$ cat config.mk
export PLATFORM = sky130hd
export DESIGN_NAME = axis_pktframe
export DESIGN_NICKNAME = d
export VERILOG_FILES = /design/src/rtl/axis_pktframe.sv
export SDC_FILE = /design/constraint.sdc
export NUM_CORES = 1
export LEC_CHECK = 0
export CAP_MARGIN = 0
export CORE_ASPECT_RATIO = 1.4
export CORE_MARGIN = 3
export CORE_UTILIZATION = 42
export DETAILED_ROUTE_END_ITERATION = 8
export PLACE_DENSITY = 0.67
export SLEW_MARGIN = 5
export SYNTH_ARGS = -nofsm -noshare
export SYNTH_HDL_FRONTEND = slang
export SYNTH_SLANG_ARGS = --single-unit
$ cat constraint.sdc
create_clock -name S_AXI_ACLK -period 9.1 [get_ports S_AXI_ACLK]
set_clock_uncertainty 0.15 [all_clocks]
set_input_delay 1.365 -clock S_AXI_ACLK [delete_from_list [all_inputs] [get_ports S_AXI_ACLK]]
set_output_delay 1.365 -clock S_AXI_ACLK [all_outputs]
set_load 0.02 [all_outputs]
$ cat src/rtl/axis_pktframe.sv
// axis_pktframe: chops an AXI-stream into fixed-length packets.
// Registered output with a one-entry skid; optional early close on TLAST.
module axis_pktframe #(
  parameter int DW              = 32,
  parameter int LGPKT           = 16,
  parameter bit OPT_HONOR_TLAST = 1'b1
) (
  input  logic             S_AXI_ACLK,
  input  logic             i_reset,
  input  logic             i_en,
  input  logic [LGPKT-1:0] i_pkt_len,
  input  logic             S_AXIS_TVALID,
  output logic             S_AXIS_TREADY,
  input  logic [DW-1:0]    S_AXIS_TDATA,
  input  logic             S_AXIS_TLAST,
  output logic             M_AXIS_TVALID,
  input  logic             M_AXIS_TREADY,
  output logic [DW-1:0]    M_AXIS_TDATA,
  output logic             M_AXIS_TLAST,
  output logic [31:0]      o_pkt_count,
  output logic             o_short,
  output logic             o_busy
);

  typedef enum logic {
    IDLE   = 1'b0,
    ACTIVE = 1'b1
  } state_t;

  localparam logic [LGPKT:0] FULL_LEN =
    {1'b1, {LGPKT{1'b0}}};
  localparam logic [LGPKT:0] ONE =
    {{LGPKT{1'b0}}, 1'b1};

  state_t           state;
  state_t           state_nxt;
  logic [LGPKT:0]   remaining;
  logic [LGPKT:0]   remaining_nxt;
  logic [LGPKT:0]   len_ext;
  logic [LGPKT:0]   rem_cur;
  logic             accept;
  logic             up_last;
  logic             gen_last;
  logic             early;
  logic             out_free;
  logic             skid_valid;
  logic [DW-1:0]    skid_data;
  logic             skid_last;

  // Input handshake and framing decision for the beat on the bus.
  always_comb begin
    S_AXIS_TREADY = !skid_valid &&
                    ((state == ACTIVE) || i_en);
    accept   = S_AXIS_TVALID && S_AXIS_TREADY;
    len_ext  = (i_pkt_len == '0) ? FULL_LEN
                                 : {1'b0, i_pkt_len};
    rem_cur  = (state == IDLE) ? len_ext : remaining;
    up_last  = OPT_HONOR_TLAST ? S_AXIS_TLAST : 1'b0;
    gen_last = (rem_cur == ONE) || up_last;
    early    = up_last && (rem_cur > ONE);
    out_free = !M_AXIS_TVALID || M_AXIS_TREADY;
    o_busy   = (state == ACTIVE) || M_AXIS_TVALID ||
               skid_valid;
  end

  // Next packet state and beat countdown.
  always_comb begin
    state_nxt     = state;
    remaining_nxt = remaining;
    if (accept) begin
      remaining_nxt = rem_cur - ONE;
      unique case (1'b1)
        gen_last:  state_nxt = IDLE;
        !gen_last: state_nxt = ACTIVE;
      endcase
    end
  end

  // Packet state register.
  always_ff @(posedge S_AXI_ACLK) begin
    if (i_reset) begin
      state     <= IDLE;
      remaining <= '0;
    end else begin
      state     <= state_nxt;
      remaining <= remaining_nxt;
    end
  end

  // Output register refilled from skid first, else from input.
  always_ff @(posedge S_AXI_ACLK) begin
    if (i_reset) begin
      M_AXIS_TVALID <= 1'b0;
      M_AXIS_TDATA  <= '0;
      M_AXIS_TLAST  <= 1'b0;
      skid_valid    <= 1'b0;
      skid_data     <= '0;
      skid_last     <= 1'b0;
    end else if (out_free) begin
      if (skid_valid) begin
        M_AXIS_TVALID <= 1'b1;
        M_AXIS_TDATA  <= skid_data;
        M_AXIS_TLAST  <= skid_last;
        skid_valid    <= 1'b0;
      end else if (accept) begin
        M_AXIS_TVALID <= 1'b1;
        M_AXIS_TDATA  <= S_AXIS_TDATA;
        M_AXIS_TLAST  <= gen_last;
      end else begin
        M_AXIS_TVALID <= 1'b0;
      end
    end else if (accept) begin
      skid_valid <= 1'b1;
      skid_data  <= S_AXIS_TDATA;
      skid_last  <= gen_last;
    end
  end

  // Completed-packet counter and early-close pulse.
  always_ff @(posedge S_AXI_ACLK) begin
    if (i_reset) begin
      o_pkt_count <= '0;
      o_short     <= 1'b0;
    end else begin
      if (M_AXIS_TVALID && M_AXIS_TREADY && M_AXIS_TLAST)
        o_pkt_count <= o_pkt_count + 32'd1;
      o_short <= accept && early;
    end
  end

endmodule

Word level (Yosys, flattened, before mapping)
Cells that the tools add are included.
{"block": "classes", "n_div": 0, "add_sub_neg": 2, "reduce_logical": 19, "n_bitwise": 1, "n_mux": 9, "order_cmp": 1, "eq_ne": 1, "n_mul": 0, "shift": 0}
{"cell": "two-way mux 32 bit", "count": 2}
{"cell": "two-way mux 17 bit", "count": 2}
{"cell": "adder 32 x 1 -> 32 bit (second input constant)", "count": 1}
{"cell": "== test 17 x 1 -> 1 bit (second input constant)", "count": 1}
{"cell": "> comparator 17 x 1 -> 1 bit (second input constant)", "count": 1}
{"cell": "subtractor 17 x 1 -> 17 bit (second input constant)", "count": 1}
{"cell": "logical NOT 16 bit", "count": 1}
{"cell": "logical AND 1 bit", "count": 6}
{"cell": "logical OR 1 bit", "count": 5}
{"cell": "two-way mux 1 bit", "count": 4}
{"cell": "AND reduction 2 bit", "count": 2}
{"cell": "logical NOT 1 bit", "count": 3}
{"cell": "one-hot mux 1 bit (2 select lines)", "count": 1}
{"cell": "nonzero test 2 bit", "count": 1}
{"cell": "OR reduction 2 bit", "count": 1}
{"cell": "inverter 1 bit", "count": 1}
{"block": "totals", "output_inout_bits": 69, "memories": 0, "rom_bits": 0, "word_cells": 43, "inputBits": 54, "ramBits": 0, "regBits": 119, "latch_bits": 0}

Longest topological paths before layout
Gate-level depths: netlist (run 1).
{"block": "depth", "depth_word": 7, "mapped_depth": 10, "ltp_nobuf": 7}

Least setup slack after synthesis (run 1)
No wires, ideal clock.
{"block": "synth_path", "path_type": "input-to-output", "from": "input port i_en", "to": "output port S_AXIS_TREADY", "stages": 2, "n_path_buf": 0, "arrival_ps": 1682, "required_time_ps": 7585, "slack_ps": 5903, "cell_sequence": "nor2_1 > nor2_1"}
{"block": "synth_between", "elab_chain_len": 2}
{"element": "start: declaration", "line": "10", "source": "input logic i_en,"}
{"element": "logical OR 1 bit", "line": "53", "source": "((state == ACTIVE) || i_en);"}
{"element": "logical AND 1 bit", "line": "52", "source": "S_AXIS_TREADY = !skid_valid &&"}
{"element": "end: declaration", "line": "13", "source": "output logic S_AXIS_TREADY,"}
No other way between the ends.

Final worst setup path (run 1)
Same ends and word-level chain as after synthesis.

==> out/summary.txt, run 1 <==
Mapped Area = 5700 sq um
Iteration-0 DRC Markers = 252
DP Area = 7000 sq um
Setup_tns = 0 ns
# fillers = 1210
Max Buffers Root-to-Sink = 2
RePlAce Congestion = 0.778
Seq/Total Area, Yosys = 0.418
EDFF count, synth = 0
Clock buffer count from CTS = 17
Initial antenna violation count = 0
Root buf cell = clkbuf_16
Total Wirelength = 15.1 mm
First-pass iteration count of the detailed router = 5
DR WL/cell = 15.7 microns
Worst path arrival time = 2.63 ns
PortBufs = 122
CTS sink cnt = 119
Die X = 104 microns
Skew-Pair Late Insertion Delay = 0.41 ns
Die area = 15000 sq um
Clk pin slew, worst setup/hold paths = 0.06 ns
Yosys top cell area share = 0.418
Status = finished, final reports clean
H-tree depth = 4
Multi-input gate area = 3100 sq um
Layout Cells excl Fill = 964
Worst setup EP type = output pin
Min cycle time layout = 4.14 ns
Final period utilization = 0.455
Critical path peak fanout = 4
Via count = 5256
Post-CTS resize count = 0
Area leader, netlist = dfxtp_1
Rows = 49
Mean Syn Cell Area = 8.48 sq um
Core area = 13100 sq um
Fin. Hold Viols = 0
Layout area overhead = 32.7%
Worst EP required = 7.59 ns
Setup bufs post-CTS = 0
Post-Syn Instances = 673
ANT nets after route = 0
Largest net degree at the start of global routing = 69
Max Freq = 0.241 GHz
Total track usage = 0.199
Top cells by count, synth = 119 x dfxtp_1, 84 x nor2_1, 83 x nand2_1
Hold Crit Class = flop to flop
Least-Margin Pin Slew = 1.25 ns
Asr flop ratio synth = 0
Final setup viols = 0
Critical path type = input pin to output pin
DR vias/cell = 5.45
CTS tree = built
Die height = 144 microns
Register area = 2380 sq um
Predominant post-synthesis flop cell = dfxtp_1
Starting Density = 0.437
Final std cell area, no fill = 7570 sq um
Layout Nets = 830
Ports = 123
Remaining Overflow, GRT = 0
Final Total Pwr = 0.00136 W
Max-cap viol count = 0
# diodes = 0
CTS Hold Bufs = 0
Register bit count reported by yosys = 119
Yosys warning count = 0
DP HPWL = 10.2 mm
RSZ-0062 raised after global routing = no
Peak supply drop = 0.113 mV
Synth unique cells = 63
Placed cells = 932
Count leader, synth = dfxtp_1
Layout cells sized above 1 = 0.0738
First-pass GRT wire length = 24.6 mm
Rel. slew slack = 0.169
Pwr Density = 179 nW/um^2
Startpoint class of the critical path = input pin
Final Max Slew Viols = 0
Syn nets = 730
Top area cells in the synthesized netlist = dfxtp_1 42%, mux2i_1 6.8%, nor2_1 5.5%
Drt drc = 0
Pleak = 2.43 nW
Vias in the first global route = 5172
-- routing by layer --
metal  GRT usage  vias to the layer above  share of wire
li1            -                     2622              -
met1       0.234                     2472           0.42
met2       0.347                      145           0.51
met3      0.0602                       17          0.057
met4      0.0686                        0          0.013
met5           0                        -              0
-- cell families after synthesis --
| family | share of synthesized area |
|---|---|
| compound gates | 0.164 |
| xor+xnor | 0.0507 |
| fa+ha+maj | 0.00658 |
| buf+inv | 0.0401 |
| flops | 0.418 |
| mux | 0.0783 |
| simple gates | 0.243 |
-- critical path, stage by stage --
cell	delay (ns)
clkdlybuf4s50_1	0.50
nor2_1	0.05
nor2_1	0.10
clkdlybuf4s50_1	0.61
-- sequential cells by signal, indices dropped and copies added (netlist names) --
register	cells
M_AXIS_TVALID	1
state	1
o_pkt_count	32
M_AXIS_TLAST	1
skid_valid	1
M_AXIS_TDATA	32
skid_last	1
skid_data	32
remaining	17
o_short	1
-- final cells by class --
class	count	area share
clock buffer	18	0.0580
clock inverter	14	0.0172
inverter	10	0.00496
multi-input combinational	498	0.410
sequential	119	0.315
tap	178	0.0294
timing repair buffer	127	0.166
-- layout by cell type (no fill, tap or decap), types with 5 or more instances in the layout --
cell type	instances
xor2_1	9
inv_1	10
or3_1	7
mux2i_1	39
nand2_1	83
a21oi_1	43
nand4_1	11
and3_1	5
clkbuf_16	17
a31oi_1	5
nand3_1	14
inv_6	5
o21ai_0	15
nor3_1	19
mux2_2	5
nor2_1	82
dfxtp_1	118
xnor2_1	24
a211oi_1	34
buf_4	6
o21a_1	5
nor4_1	19
clkdlybuf4s50_1	121
and2_1	5
-- metrics by stage --
step	hold WS (ns)	setup WS [ns]	utilization
after detailed placement	0.300	4.80	0.536
after floorplan	0.282	5.90	-
after CTS	0.308	4.95	0.580
final	0.307	4.96	0.580
after global placement	0.291	4.95	0.536
after global routing	0.321	4.91	0.580
-- path summary, 6_finish.rpt --
path,slack [ns],cells after the start,from,endpoint
setup / recovery,4.96,4,i_en,S_AXIS_TREADY
hold / removal,0.31,2,skid_data[9],skid_data[9]
setup reg to reg,6.29,5,state,remaining[2]
hold reg to reg,0.31,2,skid_data[9],skid_data[9]
-- where the power goes --
| group | switching (W) | internal, W |
|---|---|---|
| sequential | 0.0000145 | 0.000541 |
| clock | 0.000272 | 0.000368 |
| combinational | 0.0000884 | 0.0000745 |
Power figures use the tool's default switching activity.
==> run 2: changes to the inputs <==
Settings changed: PLACE_DENSITY 0.67 to 0.7.
Clock period 9.1 ns to 3.8 ns, I/O delays scaled along.
==> out/summary.txt, run 2 (synthesis gave the netlist of run 1 again) <==
Multi-input gate area = 3100 sq um
H-tree depth = 4
Fin. Hold Viols = 0
# fillers = 1164
Layout cells sized above 1 = 0.0722
First-pass GRT wire length = 25.2 mm
Max Freq = 0.317 GHz
Pwr Density = 436 nW/um^2
DP HPWL = 10.3 mm
Final Max Slew Viols = 0
Skew-Pair Late Insertion Delay = 0.41 ns
Clk pwr share = 0.482
Most common cell after layout, fill and taps aside = clkdlybuf4s50_1
Max Buffers Root-to-Sink = 2
Core area = 13100 sq um
Pleak = 2.44 nW
Most frequent cells in the layout = 121 x clkdlybuf4s50_1, 118 x dfxtp_1, 83 x nand2_1
# diodes = 0
Final period utilization = 0.829
Setup bufs post-CTS = 0
Die area = 15000 sq um
Reg2Reg Setup Slack = 0.71 ns
Initial antenna violation count = 0
Setup_tns = 0 ns
Clock buffer count from CTS = 17
Root buf cell = clkbuf_16
Worst path arrival time = 2.43 ns
Switching Share = 0.246
Remaining Overflow, GRT = 0
Worst setup EP type = output pin
CTS sink cnt = 119
Combinational Power Share = 0.117
Via count = 5298
CTS tree = built
Die height = 144 microns
Final Total Pwr = 0.00333 W
Total Wirelength = 15.1 mm
Peak supply drop = 0.369 mV
Rel. slew slack = 0.208
Hold Crit Class = flop to flop
Least-Margin Pin Slew = 1.19 ns
Clk pin slew, worst setup/hold paths = 0.05 ns
Die X = 104 microns
Reg power frac = 0.401
Layout area overhead = 33.7%
Total track usage = 0.205
Status = finished, final reports clean
Layout Nets = 833
RSZ-0062 raised after global routing = no
ANT nets after route = 0
PortBufs = 122
RePlAce Congestion = 0.855
Vias in the first global route = 5236
Final setup viols = 0
Critical path type = flop to output pin
Iteration-0 DRC Markers = 245
Internal = 0.00251 W
Sw Pwr = 0.000819 W
CTS Hold Bufs = 0
Largest net degree at the start of global routing = 92
First-pass iteration count of the detailed router = 5
Worst EP required = 3.08 ns
Starting Density = 0.437
Register area = 2380 sq um
Min cycle time layout = 3.15 ns
Ports = 123
Post-CTS resize count = 0
Rows = 49
Critical path peak fanout = 22
Startpoint class of the critical path = flop
Top Registers = M_AXIS_TDATA (32), o_pkt_count (32), skid_data (32)
DR vias/cell = 5.48
DR WL/cell = 15.6 microns
Max-cap viol count = 0
Drt drc = 0
-- run 2: cell count changes in the layout (fill, tap and decap cells not counted), sizes merged --
cell,delta
clkinvlp,+3
clkbuf,+3
inv,-8
bufinv,+3
buf,+3
clkinv,-1
-- run 2: per-stage QoR --
| step | cells | instance area (sq um) | hold slack [ns] | utilization | setup slack [ns] |
|---|---|---|---|---|---|
| 2_1_floorplan | 673 | 5700 | 0.282 | - | 0.931 |
| 3_3_place_gp | 935 | 7040 | 0.291 | 0.539 | 0.656 |
| 3_5_place_dp | 935 | 7040 | 0.296 | 0.539 | 0.498 |
| 4_1_cts | 967 | 7630 | 0.304 | 0.584 | 0.632 |
| 5_1_grt | 967 | 7630 | 0.328 | 0.584 | 0.428 |
| 6_report | 967 | 7630 | 0.304 | 0.584 | 0.648 |
-- run 2: worst max-delay path, stage by stage, from the launching register on --
cell,delay (ns)
dfxtp_1,0.84
buf_4,0.38
nor2_1,0.08
nor2_1,0.10
clkdlybuf4s50_1,0.62
-- run 2: power by group through the flow --
| stage | Combinational [W] | Clock [W] | Sequential, W |
|---|---|---|---|
| finish | 0.000389 | 0.00161 | 0.00133 |
| global placement | 0.000383 | 0 | 0.00136 |
| detailed placement | 0.000390 | 0 | 0.00136 |
| CTS | 0.000392 | 0.00164 | 0.00133 |
| floorplan | 0.000181 | 0 | 0.00139 |
| global route | 0.000425 | 0.00169 | 0.00134 |
-- run 2: worst paths after layout --
path                                      end          from  cells after the start
worst min register to register   skid_data[2]  skid_data[2]                      2
worst max register to register      skid_last         state                      6
worst max-delay path            S_AXIS_TREADY         state                      4
worst min-delay path             skid_data[2]  skid_data[2]                      2
-- run 2: cell type report --
class                   instances  share of cell area
multi-input cells             498               0.407
flip-flops and latches        119               0.312
repair buffers                130               0.169
clock buffers                  21              0.0577
well taps                     178              0.0292
clock inverters                11              0.0197
inverters                      10             0.00492
-- run 2: routing by layer --
| metal | vias up | GRT usage | routed length [microns] |
|---|---|---|---|
| met5 | - | 0 | 0 |
| met4 | 0 | 0.0903 | 310 |
| met3 | 24 | 0.0508 | 820 |
| met2 | 137 | 0.366 | 7820 |
| met1 | 2511 | 0.231 | 6130 |
| li1 | 2626 | - | - |
